**config.mk**
```make
export PLATFORM = sky130hd
export DESIGN_NAME = gba_waitstate_ctrl
export DESIGN_NICKNAME = d
export VERILOG_FILES = /design/src/rtl/gba_waitstate_ctrl.sv
export SDC_FILE = /design/constraint.sdc
export NUM_CORES = 1
export LEC_CHECK = 0
export CAP_MARGIN = 20
export CORE_MARGIN = 8
export CORE_UTILIZATION = 42
export DETAILED_ROUTE_END_ITERATION = 8
export PLACE_DENSITY = 0.74
export SYNTH_ARGS = -nofsm -noshare
export SYNTH_HDL_FRONTEND = slang
export SYNTH_SLANG_ARGS = --single-unit
```
**constraint.sdc**
```tcl
create_clock -name clk -period 4.5 [get_ports clk]
set_clock_uncertainty 0.15 [all_clocks]
set_input_delay 0.675 -clock clk [delete_from_list [all_inputs] [get_ports clk]]
set_output_delay 0.675 -clock clk [all_outputs]
set_load 0.05 [all_outputs]
```
**src/rtl/gba_waitstate_ctrl.sv**
```systemverilog
// GBA bus timing stage: decodes the region of one CPU access, stalls for the
// GBA-accurate cycle count (bus width, WAITCNT, N/S type), then issues a
// single-cycle memory strobe and returns read data with a ready pulse.
module gba_waitstate_ctrl #(
  parameter int ROM_PAGE_BITS = 17
) (
  input  logic        clk,
  input  logic        reset,
  input  logic        cpu_req,
  input  logic        cpu_write,
  input  logic [31:0] cpu_addr,
  input  logic [1:0]  cpu_size,
  input  logic        cpu_seq,
  input  logic [31:0] cpu_wdata,
  output logic [31:0] cpu_rdata,
  output logic        cpu_ready,
  input  logic [15:0] waitcnt,
  output logic        mem_req,
  output logic        mem_write,
  output logic [31:0] mem_addr,
  output logic [1:0]  mem_size,
  output logic [31:0] mem_wdata,
  input  logic [31:0] mem_rdata
);

  typedef enum logic [1:0] {IDLE, WAIT, DONE} state_t;

  state_t      state, state_next;
  logic [4:0]  cnt, cnt_next;
  logic        accept;
  logic        wait_end;
  logic        acc_mapped;

  // Sequential-access history
  logic [31:0] last_addr;
  logic [2:0]  last_step;
  logic [3:0]  last_region;
  logic        last_valid;

  logic [3:0]  nib;
  logic [3:0]  region_now;
  logic        is_rom;
  logic        contiguous;
  logic        seq_eff;
  logic [4:0]  cycles_now;

  // WAITCNT 2-bit wait selector: {4,3,2,8}
  function automatic logic [4:0] ws_wait(input logic [1:0] sel);
    case (sel)
      2'd0:    return 5'd4;
      2'd1:    return 5'd3;
      2'd2:    return 5'd2;
      default: return 5'd8;
    endcase
  endfunction

  // Mirrored ROM/SRAM windows collapse to one region id so 0x8/0x9 etc. match
  function automatic logic [3:0] region_id(input logic [3:0] n);
    if (n >= 4'h8 && n <= 4'hD) return {n[3:1], 1'b0};
    if (n >= 4'hE)              return 4'hE;
    return n;
  endfunction

  // Total cycle count of one access; a unit is 1 + waits
  function automatic logic [4:0] access_cycles(input logic [3:0]  n,
                                               input logic [1:0]  size,
                                               input logic        seq,
                                               input logic [15:0] wc);
    logic [4:0] n_unit;
    logic [4:0] s_unit;
    logic       bus16;
    logic [4:0] first;
    n_unit = 5'd1;
    s_unit = 5'd1;
    bus16  = 1'b0;
    case (n)
      4'h2: begin
        bus16  = 1'b1;
        n_unit = 5'd3;
        s_unit = 5'd3;
      end
      4'h5, 4'h6, 4'h7: bus16 = 1'b1;
      4'h8, 4'h9: begin
        bus16  = 1'b1;
        n_unit = 5'd1 + ws_wait(wc[3:2]);
        s_unit = wc[4] ? 5'd2 : 5'd3;
      end
      4'hA, 4'hB: begin
        bus16  = 1'b1;
        n_unit = 5'd1 + ws_wait(wc[6:5]);
        s_unit = wc[7] ? 5'd2 : 5'd5;
      end
      4'hC, 4'hD: begin
        bus16  = 1'b1;
        n_unit = 5'd1 + ws_wait(wc[9:8]);
        s_unit = wc[10] ? 5'd2 : 5'd9;
      end
      4'hE, 4'hF: begin
        n_unit = 5'd1 + ws_wait(wc[1:0]);
        s_unit = n_unit;
      end
      default: begin
        n_unit = 5'd1;
        s_unit = 5'd1;
      end
    endcase
    first = seq ? s_unit : n_unit;
    // A word on a 16-bit bus takes a second, always-sequential unit
    if (bus16 && size[1]) return first + s_unit;
    return first;
  endfunction

  // Decode of the access being offered and its effective N/S type
  always_comb begin
    nib        = cpu_addr[27:24];
    region_now = region_id(nib);
    is_rom     = (nib >= 4'h8) && (nib <= 4'hD);
    contiguous = last_valid
                 && (cpu_addr == last_addr + {29'd0, last_step})
                 && (region_now == last_region)
                 && !(is_rom && (cpu_addr[ROM_PAGE_BITS-1:0] == '0));
    seq_eff    = cpu_seq && contiguous;
    cycles_now = access_cycles(nib, cpu_size, seq_eff, waitcnt);
  end

  // FSM state and wait counter register
  always_ff @(posedge clk) begin
    if (reset) begin
      state <= IDLE;
      cnt   <= 5'd0;
    end else begin
      state <= state_next;
      cnt   <= cnt_next;
    end
  end

  // FSM next state, counter and strobes
  always_comb begin
    state_next = state;
    cnt_next   = cnt;
    accept     = 1'b0;
    wait_end   = 1'b0;
    mem_req    = 1'b0;
    cpu_ready  = 1'b0;
    case (state)
      IDLE: begin
        if (cpu_req) begin
          accept     = 1'b1;
          cnt_next   = cycles_now - 5'd1;
          state_next = WAIT;
        end
      end
      WAIT: begin
        if (cnt == 5'd0) begin
          wait_end   = 1'b1;
          mem_req    = acc_mapped && !reset;
          state_next = DONE;
        end else begin
          cnt_next = cnt - 5'd1;
        end
      end
      DONE: begin
        cpu_ready  = !reset;
        state_next = IDLE;
      end
      default: state_next = IDLE;
    endcase
  end

  // Access capture, read-data latch and sequential history
  always_ff @(posedge clk) begin
    if (reset) begin
      mem_write   <= 1'b0;
      mem_addr    <= 32'd0;
      mem_size    <= 2'd0;
      mem_wdata   <= 32'd0;
      acc_mapped  <= 1'b0;
      cpu_rdata   <= 32'd0;
      last_addr   <= 32'd0;
      last_step   <= 3'd0;
      last_region <= 4'd0;
      last_valid  <= 1'b0;
    end else begin
      if (accept) begin
        mem_write   <= cpu_write;
        mem_addr    <= cpu_addr;
        mem_size    <= cpu_size;
        mem_wdata   <= cpu_wdata;
        acc_mapped  <= (nib != 4'h1);
        last_addr   <= cpu_addr;
        last_step   <= (cpu_size == 2'd0) ? 3'd1 : (cpu_size == 2'd1) ? 3'd2 : 3'd4;
        last_region <= region_now;
        last_valid  <= 1'b1;
      end
      if (wait_end && !mem_write) begin
        cpu_rdata <= acc_mapped ? mem_rdata : 32'd0;
      end
    end
  end

endmodule

```
# ---- After elaboration in Yosys (flattened, before gate mapping)
# Cells that the tools add are included.
dict set report classes {
  add_sub_neg 8
  order_cmp 3
  n_eq_ne 29
  n_mux 41
  n_reduce_logical 28
}
# op n
set ops {}
lappend ops {{$pmux 5 s5} 2}
lappend ops {{$pmux 4 s3} 4}
lappend ops {{$mux 5} 9}
lappend ops {{$add 32x3->32} 1}
lappend ops {{$eq 32x32->1} 1}
lappend ops {{$eq 4x4->1 const B} 8}
lappend ops {{$mux 32} 1}
lappend ops {{$add 1x5->5 const A} 4}
lappend ops {{$mux 4} 5}
lappend ops {{$logic_not 17->1} 1}
lappend ops {{$mux 1} 13}
lappend ops {{$eq 2x1->1 const B} 6}
lappend ops {{$eq 4x3->1 const B} 3}
lappend ops {{$logic_not 2->1} 6}
lappend ops {{$eq 2x2->1 const B} 5}
lappend ops {{$pmux 5 s2} 1}
lappend ops {{$reduce_or 10->1} 1}
lappend ops {{$sub 5x1->5 const B} 2}
lappend ops {{$logic_and 1x1->1} 9}
lappend ops {{$mux 3} 3}
lappend ops {{$ge 4x4->1 const B} 2}
lappend ops {{$reduce_or 2->1} 4}
lappend ops {{$ne 2x2->1 const B} 3}
lappend ops {{$add 5x5->5} 1}
lappend ops {{other kinds (11)} 14}
dict set report totals {
  regBits 115
  out_inout_bits 101
  word_cells 120
}

# ---- Logic depth before layout (Yosys ltp)
dict set report logic_depth {
  ltp_word 17
  ltp_mapped 22
}

# ---- Worst setup path after synthesis
# OpenSTA, ideal clock, no wires.
dict set report synth_timing {
  path_type {register to register}
  start {register last_addr[0]}
  end {register cnt[4]}
  setup_ns 0.088
  arrival_ns 4.898
  required_ns 4.262
  path_slack_ns -0.636
  stages_incl_launch_ff 21
  path_cell_list {dfxtp_1 > ha_1 > fa_1 > a21oi_2 > or3_1 > buf_6 > nor2_1 > a2111o_1 > and3_1 > nor3_4 > nand2_4 > mux2_4 > ha_1 > inv_1 > fa_1 > nor3_1 > a221oi_2 > ha_1 > nand2b_1 > or4_4 > a311oi_2}
}
dict set report synth_via {
  elab_chain_len 13
}
# item line
set synth_rtl {}
lappend synth_rtl {{start, declared} 35} ;# logic [31:0] last_addr;
lappend synth_rtl {{start signal, assigned} 190} ;# last_addr <= cpu_addr;
lappend synth_rtl {{$add 32x3->32 *} 119} ;# && (cpu_addr == last_addr + {29'd0, last_step})
lappend synth_rtl {{$eq 32x32->1 *} 119}
lappend synth_rtl {{$logic_and 1x1->1 *} 119}
lappend synth_rtl {{$logic_and 1x1->1 *} 120} ;# && (region_now == last_region)
lappend synth_rtl {{$logic_and 1x1->1 *} 121} ;# && !(is_rom && (cpu_addr[ROM_PAGE_BITS-1:0] == '0));
lappend synth_rtl {{$logic_and 1x1->1 *} 122} ;# seq_eff = cpu_seq && contiguous;
lappend synth_rtl {{$mux 5 *} 107} ;# first = seq ? s_unit : n_unit;
lappend synth_rtl {{$add 5x5->5} 109} ;# if (bus16 && size[1]) return first + s_unit;
lappend synth_rtl {{$mux 5} 109}
lappend synth_rtl {{$mux 5 *} 110} ;# return first;
lappend synth_rtl {{$sub 5x1->5 *} 149} ;# cnt_next = cycles_now - 5'd1;
lappend synth_rtl {{$mux 5 *} 147} ;# if (cpu_req) begin
lappend synth_rtl {{$pmux 5 s2 *} 145} ;# case (state)
lappend synth_rtl {{end signal, assigned} 133} ;# cnt <= cnt_next;
lappend synth_rtl {{end, declared} 29} ;# logic [4:0] cnt, cnt_next;
# Every way passes the cells marked *; elsewhere a longest branch is shown, timed or not. The select of a mux whose other input is x is not followed.
# A chain may end at the register's enable or synchronous reset.

# ---- Worst setup path in the final report
# Same ends and word-level chain as after synthesis.

==> results.toml <==
[clock_network]
clock_tree.buffer_depth = 2
worst_setup_hold_path_clk_slew_ps = 60
clk_latency_ps = 430
cts_num_sinks = 115
tritoncts = "yes"
cts.hold.buffers_added = 0
cts.htree.levels = 4
ctsRootBufferMaster = "clkbuf_16"
numCtsBuffers = 17

[grt]
global_route.overflow_total = 0
groute.usage.overall_pct = 22.41
grt_antenna_before_repair = 0
grt_pass1_vias = 6901
first_pass_grt_wire_length_um = 35690
grt_start_max_net_pins = 87

[flow_run]
max_cap_viol_count = 0

[critical_path]
crit_path_start_kind = "register"
setup.reg_to_reg.worst_slack_ps = -310
worstPathMaxFanout = 4
setup.worst_path.class = "register to register"
critPathRequiredTime_ps = 4690
worst_path_arrival_ps = 5000
cp_cell_sequence = "ha_4 > fa_2 > a21oi_4 > nor3_2 > buf_4 > buf_4 > a41oi_2 > o21ai_2 > nor4_2 > and4_4 > nand2_4 > mux2_4 > ha_4 > inv_2 > fa_2 > nor3_2 > a221oi_2 > ha_2 > nand2b_1 > or4_4 > a311oi_2"
crit_path_end_kind = "register"
critPathMaxStageDelay_ps = 530
timing.critical_path.buf_inv = 3
crit_slowest_cell = "fa_2"
critical-path-top-delay-family = "adder cells"

[floorplan]
die_area_sq_um = 19600
die_width_um = 140.0
initial_utilization_pct = 42.79
placeableCoreArea_sq_um = 15090
floorplan.die.height_um = 140.0
design.portCount = 220
rows = 45

[logic_synthesis]
synth_enable_flop_cells = 0
synth_flop_cell = "dfxtp_1"
synth_top_cell_area_share_pct = 35.65
synth.largest_area_cell = "dfxtp_1"
ys_seq_elements = 115
netlist_top_cells_count = "196 x nand2_1, 125 x a21oi_1, 115 x dfxtp_1"
synth.most_common_cell = "nand2_1"
seq_area_frac_synth_pct = 35.65
syn_inst = 842
post_synth_main_area_contributors = "dfxtp_1 36%, nand2_1 11%, a21oi_1 9.7%"
netlist-cell-type-count = 81
synth-async-reset-ratio_pct = 0
syn_nets = 981
synthesis.area_sq_um = 6457
synth.avg_cell_area_sq_um = 7.669
synth_warn = 0

[sta]
final.hold.worst_slack_ps = 299.2
tns_ps = -310.9
maxClockFrequency_mhz = 207.9
slew_headroom_pct = 37.86
unrepaired_setup_endpoints_after_global_routing = "true"
max_slew.worst_pin.slew_ps = 932.0
timing_hold_violations_final = 0
setup_viol = 1
timing_max_transition_violations_final = 0
final_period_minus_worst_setup_slack_ps = 4811
layout_worst_path_cycle_share_pct = 106.9
finalWorstSetupSlack_ps = -310.9

[power]
static-leakage-power_nw = 3.938
power-per-cell-area_nw_per_um2 = 352.3
ir_worst_vdd_uv = 280.2

[finish]
layoutNonFillerInstCount = 1337
n_antenna_cell = 0
fillCellCount = 1242
finish.net_count = 1275
area_delta_synth_final_pct = 59.43
post_route_cells_drive_above_1_share_pct = 18.80

[routing]
detail_route.wl_per_cell_um = 16.64
dr.pass1.iters = 5
via_count = 7041
drc_errors = 0
first_iter_violations = 490
vias_per_cell = 5.266
wl_um = 22240
antenna_left = 0

[placed_design]
dp_worst_setup_slack_ps = -636.0
numPortBuffers = 214
hpwl_after_detailed_placement_um = 15970
place.detailed.instances = 1299
finalWeightedCongestion = 0.8850

[status]
status = "complete, but fails checks"
violations_in_the_final_reports = "setup timing"

[hold_path]
kind_of_path_behind_the_tightest_hold_check = "register to register"
-- through the flow --
step | utilization (%) | power, mW | area (sq um)
2_1_floorplan | - | 1.803 | 6526
3_3_place_gp | 63.08 | 2.224 | 9518
3_5_place_dp | 63.08 | 2.235 | 9518
4_1_cts | 67.70 | 3.632 | 10220
5_1_grt | 68.23 | 3.796 | 10290
6_report | 68.23 | 3.627 | 10290
-- kinds of logic after synthesis --
group / after synthesis / synth area share [%]
AND/OR/NAND/NOR: 386 / 29.45
flip-flops: 115 / 35.65
XOR/XNOR: 44 / 5.968
buffers and inverters: 73 / 4.456
AO/OA/AOI/OAI: 194 / 18.50
adder cells (fa/ha/maj): 20 / 4.108
multiplexers: 10 / 1.860
-- cell usage in the layout (no fill, tap or decap), types with 4 or more instances in the layout --
cell type / netlist / final
o21ai_1: 2 / 5
nand4_1: 9 / 9
dfxtp_1: 115 / 106
nor4_1: 8 / 6
buf_4: 0 / 110
and2_1: 8 / 7
clkdlybuf4s50_1: 0 / 213
xnor2_1: 23 / 21
o21ai_0: 11 / 6
nor3_1: 15 / 12
nand3_1: 52 / 52
nand2b_1: 10 / 9
nor2_1: 35 / 33
buf_6: 1 / 4
inv_1: 20 / 19
inv_6: 0 / 9
nor3_2: 1 / 4
and4_1: 5 / 5
o22ai_1: 5 / 5
and3_1: 7 / 6
dfxtp_2: 0 / 7
o211ai_1: 4 / 4
nor4_2: 3 / 5
a21oi_1: 125 / 122
xor2_1: 21 / 21
a31oi_1: 5 / 5
ha_1: 18 / 14
clkbuf_16: 0 / 17
mux2i_1: 6 / 6
nor2b_1: 7 / 6
nand2_1: 196 / 195
-- timing repair --
item / in CTS / in global routing
pin swaps: 19 / 18
cloned: 0 / 0
setup endpoints to repair: 4 / 4
buffers inserted: 5 / 4
gates resized for setup: 19 / 17
-- worst reg2reg max path, stage by stage, from the launching register on --
cell      delay, ps
dfxtp_4         350
ha_4            160
fa_2            380
a21oi_4         200
nor3_2           70
buf_4           140
buf_4           150
a41oi_2         210
o21ai_2          80
nor4_2          230
and4_4          290
nand2_4          60
mux2_4          220
ha_4            140
inv_2            40
fa_2            530
nor3_2           50
a221oi_2        250
ha_2            240
nand2b_1         80
or4_4           490
a311oi_2        240
-- flip-flops by register name (all words and copies together), names as in the netlist --
register	flops
mem_wdata	32
last_region	4
mem_write	1
last_addr	32
cnt	5
last_valid	1
mem_size	2
last_step	3
state	2
acc_mapped	1
cpu_rdata	32
-- area by class of cell --
class	instances	area (sq um)	area share [%]
timing repair buffer	328	3023	29.36
tap	188	235.2	2.285
clock inverter	15	165.2	1.604
clock buffer	17	425.4	4.132
sequential	115	2318	22.52
inverter	20	75.07	0.7292
multi-input combinational	654	4053	39.37
-- routing by layer --
layer	global-route usage, %	share of wire, %	wire (um)
met1	26.20	41	9180
met2	37.52	49	10970
met3	7.271	7.2	1591
met4	8.514	2.3	502
met5	0	0	0
-- where the power goes --
part | internal, mW | leakage (nW) | switching [mW] | total, mW
registers | 1.10 | 0.944 | 0.0567 | 1.16
clock network | 0.828 | 0.291 | 0.543 | 1.37
logic | 0.455 | 2.70 | 0.645 | 1.10
total | 2.38 | 3.94 | 1.24 | 3.63
-- path summary, 6_finish.rpt --
check,from,endpoint,cells past startpoint
hold reg to reg,cpu_rdata[15]$_SDFFE_PP0P_,cpu_rdata[15]$_SDFFE_PP0P_,2
setup reg to reg,last_addr[0]$_SDFFE_PP0P_,cnt[4]$_SDFFE_PP0P_,21
setup / recovery,last_addr[0]$_SDFFE_PP0P_,cnt[4]$_SDFFE_PP0P_,21
hold / removal,cpu_rdata[15]$_SDFFE_PP0P_,cpu_rdata[15]$_SDFFE_PP0P_,2
No activity file was read; power rests on OpenSTA's default activity.
